$ cat src/rtl/ram128_fifo.sv
// FIFO of up to 129 words: 128 words in external 128xWIDTH distributed RAM
// plus one registered output word, with read priority over writes.
module ram128_fifo #(
  parameter int WIDTH = 8
) (
  input  logic             CLK,
  input  logic             RST_N,
  input  logic [WIDTH-1:0] IN_DATA,
  input  logic             IN_VALID,
  output logic             IN_READY,
  output logic [WIDTH-1:0] OUT_DATA,
  output logic             OUT_VALID,
  input  logic             OUT_READY,
  output logic [7:0]       LEVEL,
  output logic             RAM_WE,
  output logic [6:0]       RAM_A,
  output logic [WIDTH-1:0] RAM_D,
  input  logic [WIDTH-1:0] RAM_O
);

  logic [6:0]       wr_ptr_q, wr_ptr_d;
  logic [6:0]       rd_ptr_q, rd_ptr_d;
  logic [7:0]       ram_count_q, ram_count_d;
  logic [WIDTH-1:0] out_data_q, out_data_d;
  logic             out_valid_q, out_valid_d;
  logic [7:0]       level_q, level_d;

  logic out_free;
  logic rd_sel;
  logic in_ready;
  logic push;
  logic bypass;
  logic ram_we;
  logic ram_empty;
  logic ram_full;

  always_comb begin
    ram_empty = (ram_count_q == 8'd0);
    ram_full  = (ram_count_q == 8'd128);
    out_free  = !out_valid_q || OUT_READY;
    rd_sel    = RST_N && !ram_empty && out_free;
    in_ready  = RST_N && !rd_sel && !ram_full;
    push      = IN_VALID && in_ready;
    bypass    = push && ram_empty && out_free;
    ram_we    = push && !bypass;
  end

  always_comb begin
    wr_ptr_d    = wr_ptr_q;
    rd_ptr_d    = rd_ptr_q;
    ram_count_d = ram_count_q;
    out_data_d  = out_data_q;
    out_valid_d = out_valid_q;
    // ram_we and rd_sel are mutually exclusive, so one count update at most
    if (ram_we) begin
      wr_ptr_d    = wr_ptr_q + 7'd1;
      ram_count_d = ram_count_q + 8'd1;
    end
    if (rd_sel) begin
      rd_ptr_d    = rd_ptr_q + 7'd1;
      ram_count_d = ram_count_q - 8'd1;
      out_data_d  = RAM_O;
      out_valid_d = 1'b1;
    end else if (bypass) begin
      out_data_d  = IN_DATA;
      out_valid_d = 1'b1;
    end else if (out_valid_q && OUT_READY) begin
      out_valid_d = 1'b0;
    end
    level_d = ram_count_d + {7'd0, out_valid_d};
  end

  always_ff @(posedge CLK) begin
    if (!RST_N) begin
      wr_ptr_q    <= '0;
      rd_ptr_q    <= '0;
      ram_count_q <= '0;
      out_data_q  <= '0;
      out_valid_q <= 1'b0;
      level_q     <= '0;
    end else begin
      wr_ptr_q    <= wr_ptr_d;
      rd_ptr_q    <= rd_ptr_d;
      ram_count_q <= ram_count_d;
      out_data_q  <= out_data_d;
      out_valid_q <= out_valid_d;
      level_q     <= level_d;
    end
  end

  assign IN_READY  = in_ready;
  assign OUT_DATA  = out_data_q;
  assign OUT_VALID = out_valid_q;
  assign LEVEL     = level_q;
  assign RAM_WE    = ram_we;
  assign RAM_A     = rd_sel ? rd_ptr_q : wr_ptr_q;
  assign RAM_D     = IN_DATA;

endmodule

$ cat config.mk
export PLATFORM = sky130hd
export DESIGN_NAME = ram128_fifo
export DESIGN_NICKNAME = d
export VERILOG_FILES = /design/src/rtl/ram128_fifo.sv
export SDC_FILE = /design/constraint.sdc
export NUM_CORES = 1
export LEC_CHECK = 0
export ABC_AREA = 1
export BUFFER_PORTS_ARGS = -buffer_cell sky130_fd_sc_hd__buf_2
export CAP_MARGIN = 5
export CORE_ASPECT_RATIO = 1.4
export CORE_MARGIN = 8
export CORE_UTILIZATION = 45
export CTS_CLUSTER_SIZE = 12
export DETAILED_ROUTE_END_ITERATION = 7
export PLACE_DENSITY = 0.75
export REMOVE_ABC_BUFFERS = 1
export SYNTH_ARGS = -nofsm -noshare
export SYNTH_HDL_FRONTEND = slang
export SYNTH_SLANG_ARGS = --single-unit
export TNS_END_PERCENT = 10
$ cat constraint.sdc
create_clock -name CLK -period 2.8 [get_ports CLK]
set_clock_uncertainty 0.15 [all_clocks]
set_input_delay 0.42 -clock CLK [delete_from_list [all_inputs] [get_ports CLK]]
set_output_delay 0.42 -clock CLK [all_outputs]
set_load 0.005 [all_outputs]
# [Word level (Yosys, flattened, before mapping)]
# Index checks and enable logic that the tools add are counted.
[totals] register_bits=39 input_bits=20 wordCells=37
[classes] n_addsub=5 eq_ne=1 mux=8 reduce_logical=17
[op_table] op="8-bit two-way mux" count=4
[op_table] op="7-bit by 1-bit adder with 7-bit output (second input constant)" count=2
[op_table] op="1-bit logical AND" count=9
[op_table] op="8-bit by 1-bit adder with 8-bit output" count=1
[op_table] op="8-bit by 1-bit adder with 8-bit output (second input constant)" count=1
[op_table] op="8-bit equality test (second input constant)" count=1
[op_table] op="8-bit logical NOT" count=1
[op_table] op="8-bit by 1-bit subtractor with 8-bit output (second input constant)" count=1
[op_table] op="7-bit two-way mux" count=1
[op_table] op="1-bit logical NOT" count=5
[op_table] op="1-bit two-way mux" count=3
[op_table] op="2-bit nonzero test" count=1
[op_table] op="1-bit logical OR" count=1

# [Logic depth before layout (Yosys ltp)]
[logic_depth] ltp_word=15 ltp_mapped=20

# [Worst setup path before layout]
# OpenSTA, ideal clock, no wires.
[synth_path] path_kind="reg2reg" start="register ram_count_q[0]" end="register level_q[6], in the netlist LEVEL[6]" setup_ns=0.109 arrival_ns=2.437 setup_slack_ns=0.104 path_stages_with_launch=19 path_buffers=1 period_less_slack_ns=2.696 cell_sequence="dfxtp_1 inv_1 ha_1 nand2_1 nor2_2 nor2_4 nor2_4 nand2_1 o21ai_2 buf_4 inv_1 nand2_1 ha_1 ha_1 nand3_1 nor2_4 nand3_1 nand2_1 inv_1"
[synth_rtl] element="from (decl)" line="23" source="logic [7:0] ram_count_q, ram_count_d;"
[synth_rtl] element="from (signal assigned)" line="84" source="ram_count_q <= ram_count_d;"
[synth_rtl] element="8-bit logical NOT" line="38" source="ram_empty = (ram_count_q == 8'd0);"
[synth_rtl] element="1-bit logical NOT" line="41" source="rd_sel = RST_N && !ram_empty && out_free;"
[synth_rtl] element="1-bit logical AND (2 in a row)" line="41"
[synth_rtl] element="1-bit logical NOT" line="42" source="in_ready = RST_N && !rd_sel && !ram_full;"
[synth_rtl] element="1-bit logical AND" line="42"
[synth_rtl] element="1-bit logical AND (*)" line="42"
[synth_rtl] element="via IN_READY" line="10" source="output logic IN_READY,"
[synth_rtl] element="1-bit logical AND (*)" line="43" source="push = IN_VALID && in_ready;"
[synth_rtl] element="1-bit logical AND (*) (2 in a row)" line="44" source="bypass = push && ram_empty && out_free;"
[synth_rtl] element="1-bit two-way mux (*)" line="64" source="end else if (bypass) begin"
[synth_rtl] element="1-bit two-way mux (*)" line="59" source="if (rd_sel) begin"
[synth_rtl] element="via out_valid_d" line="25" source="logic out_valid_q, out_valid_d;"
[synth_rtl] element="8-bit by 1-bit adder with 8-bit output (*)" line="70" source="level_d = ram_count_d + {7'd0, out_valid_d};"
[synth_rtl] element="to (signal assigned)" line="87" source="level_q <= level_d;"
[synth_rtl] element="to (decl)" line="26" source="logic [7:0] level_q, level_d;"
# The timed path passes the listed nets; every way through them passes the cells marked *.
# A chain may end at the register's enable or synchronous reset.

# [Final worst setup path]
[layout_path] start="register ram_count_q[0]" end="register level_q[6], in the netlist LEVEL[6]"
[layout_rtl] element="8-bit logical NOT" line="38"
[layout_rtl] element="1-bit logical NOT" line="41"
[layout_rtl] element="1-bit logical AND (2 in a row)" line="41"
[layout_rtl] element="1-bit logical NOT" line="42"
[layout_rtl] element="1-bit logical AND (2 in a row)" line="42"
[layout_rtl] element="1-bit logical AND" line="43"
[layout_rtl] element="1-bit logical AND (2 in a row)" line="44"
[layout_rtl] element="1-bit two-way mux" line="64"
[layout_rtl] element="1-bit two-way mux (*)" line="59"
[layout_rtl] element="via out_valid_d" line="25"
[layout_rtl] element="8-bit by 1-bit adder with 8-bit output (*)" line="70"
# Marks and branches as above.

==> metrics.csv <==
stage;metric;value;unit
clocking;cts_tree;built;
pwr;finalPower;2.92;mW
timing;fin_crit_sh;90.1;%
pwr;p_clk_share;15.7;%
global_route;grt_pass1_wl;9090;um
timing;rsz0062_at_grt;false;
yosys;yosysUniqueCellTypes;25;
clocking;cts_htree_levels;2;
run;max_cap_violations;0;
timing;fin_ws;0.277;ns
timing;hold_violations;0;
worst_setup_path;worst_setup_path_start_kind;flip-flop;
timing;setup_viol;0;
worst_setup_path;cp_max_fo;5;
worst_setup_path;required;2.85;ns
timing;tightest_slew;0.306;ns
clocking;cts_resized;0;
worst_setup_path;cp_cell_sequence;inv_1 -> ha_4 -> nand2_2 -> nor2_4 -> nor2_4 -> nor2_4 -> nand2_1 -> o21ai_2 -> inv_1 -> nand2_1 -> ha_1 -> ha_1 -> nand3_1 -> nor2_4 -> nand3_1 -> nand2_1 -> inv_1;
yosys;synth_area;2200;um^2
worst_setup_path;crit_top_cell;nor2_4;
pwr;net-switching-power;1.33;mW
worst_setup_path;cp-end-kind;flip-flop;
global_route;grt_usage;15.4;%
routing;wl;5280;um
routing;ant_nets;0;
timing;fin_setup_tns;0;ns
finish;fin_nets;407;
clocking;cts_buffers;5;
finish;fin_util;55.2;%
routing;drcViolationCount;0;
floorplanning;core.rowCount;30;
finish;final_cell_mix;90 x nand2_1, 53 x buf_2, 46 x inv_1, 38 x dfxtp_1, 25 x nor2_1;
finish;drive_above_1_share;23.9;%
min_path;hp-class;primary input to flip-flop;
clocking;cts_setup_buffers;0;
placement;hpwlAfterDp;4180;um
clocking;cts_sinks;39;
routing;via_per_inst;4.84;
floorplanning;core-area;4770;um^2
routing;drt_first_pass_iters;4;
yosys;ys_ff_latch;39;
clocking;insertion_delay;0.30;ns
yosys;ys_warn_count;0;
floorplanning;die_y;98.7;um
global_route;gr-total-overflow;0;
floorplanning;ioPinCount;54;
worst_setup_path;path_class;flip-flop to flip-flop;
pwr;leakagePower;1.33;nW
pwr;p_seq_share;29.9;%
floorplanning;fp.dieW;75.0;um
global_route;antenna_found_initial;0;
clocking;postCtsHoldBufs;0;
floorplanning;floorplan.initialDensity;46.1;%
status;status;complete, no violations;
clocking;clk_path_buf_depth;2;
timing;fmax;396;MHz
timing;maxSlewHeadroom;79.4;%
yosys;synth_area_leaders;dfxtp_1 36%, nand2_1 16%, inv_1 7.9%;
pwr;p_per_area;1110;nW/um^2
pwr;power.share.switching;45.5;%
placement;port_buffers;53;
yosys;avgSynthCellArea;6.65;um^2
clocking;path_clk_slew;0.08;ns
worst_setup_path;crit_path_max_incr_delay;0.34;ns
routing;wl_per_cell;11.9;um
floorplanning;dieArea;7400;um^2
global_route;grt_max_degree;30;
clocking;cts-root-buf;clkbuf_8;
timing;drv_slew;0;
finish;mostFrequentLayoutCell;nand2_1;
worst_setup_path;arrival;2.58;ns
finish;fillers;506;
routing;drt_iter0_markers;118;
yosys;yosys.area.top_type_share;35.6;%
pwr;vdd_drop_max;556;uV
yosys;yosys.area.top_type;dfxtp_1;
pwr;p_int;1.59;mW
global_route;grt_pass1_vias;2212;
finish;syn_to_final_growth;19.9;%
routing;vias;2153;
yosys;seq_area_frac_synth;35.6;%
timing;finalCriticalPeriod;2.52;ns
worst_setup_path;cpMaxStageDelayCell;dfxtp_2;
placement;gp_congestion;0.973;
placement;dp_worst_setup_slack;0.113;ns
finish;antenna_cells;0;
pwr;p_comb_share;54.4;%
yosys;syn_inst;330;
-- worst max-delay path: cells and delay by family (launching register included) --
kind,cells,cell delay (ns)
DFF,1,0.34
AOI/OAI and AO/OA,1,0.13
adders and majority gates,3,0.52
and+or+nand+nor,10,1.04
buffers and inverters,3,0.24
-- power by group through the flow --
stage,clock network (mW),registers (mW),logic [mW]
3_3_place_gp,0,0.879,1.52
4_1_cts,0.472,0.871,1.55
3_5_place_dp,0,0.879,1.55
5_1_grt,0.490,0.895,1.82
6_report,0.459,0.872,1.59
2_1_floorplan,0,0.872,1.04
-- cell type report --
class	count	area, um^2	area share [%]
inverters	48	180	6.84
well taps	64	80.1	3.04
repair buffers	61	325	12.4
clock inverters	2	37.5	1.43
multi-input cells	226	1160	44.0
clock buffers	5	68.8	2.61
flip-flops and latches	39	782	29.7
-- per-stage QoR --
step	hold slack (ns)	cells	instance area [um^2]
after detailed placement	0.298	438	2500
final	0.234	445	2630
after global routing	0.232	445	2630
after floorplan	0.272	313	2100
after CTS	0.225	445	2610
after global placement	0.294	438	2500
-- cell usage after synthesis --
master    instances
inv_2             2
clkbuf_1          7
dfxtp_1          39
nor2_4            4
buf_4             9
nor3b_1           1
nand4_1           5
nand3_1          24
buf_2             1
nor3_1            2
nand2_1          91
nand2_2           4
nor3_2            1
a21oi_1          14
inv_1            46
o21ai_4           1
o21ai_0          24
o21ai_2           1
o21ai_1           4
xor2_1            4
a31oi_1           8
nor2_1           26
nor2_2            5
ha_1              6
nand4_4           1
-- state kept, by name, indices dropped and copies added, names as in the netlist --
name	flops
rd_ptr_q	7
OUT_VALID	1
OUT_DATA	8
ram_count_q	8
wr_ptr_q	7
LEVEL	8
-- final timing paths --
path	endpoint	start	slack, ns	cells past startpoint
min	OUT_DATA[3]	RAM_O[3]	0.23	3
max reg2reg	LEVEL[6]	ram_count_q[0]	0.28	17
max	LEVEL[6]	ram_count_q[0]	0.28	17
min reg2reg	rd_ptr_q[6]	rd_ptr_q[6]	0.31	1
-- logic make-up after synthesis --
group | synth area share [%]
AO/OA/AOI/OAI | 13.0
XOR/XNOR | 1.60
adder cells (fa/ha/maj) | 3.42
buffers and inverters | 12.7
flip-flops | 35.6
AND/OR/NAND/NOR | 33.7
-- metal layers --
layer	share of wire, %	track usage (%)	vias to the layer above
li1	-	-	1140
met1	40	15.6	924
met2	50	26.4	76
met3	6.7	4.57	13
met4	3.3	8.64	0
met5	0	0	-
(Power assumes the default switching activity.)
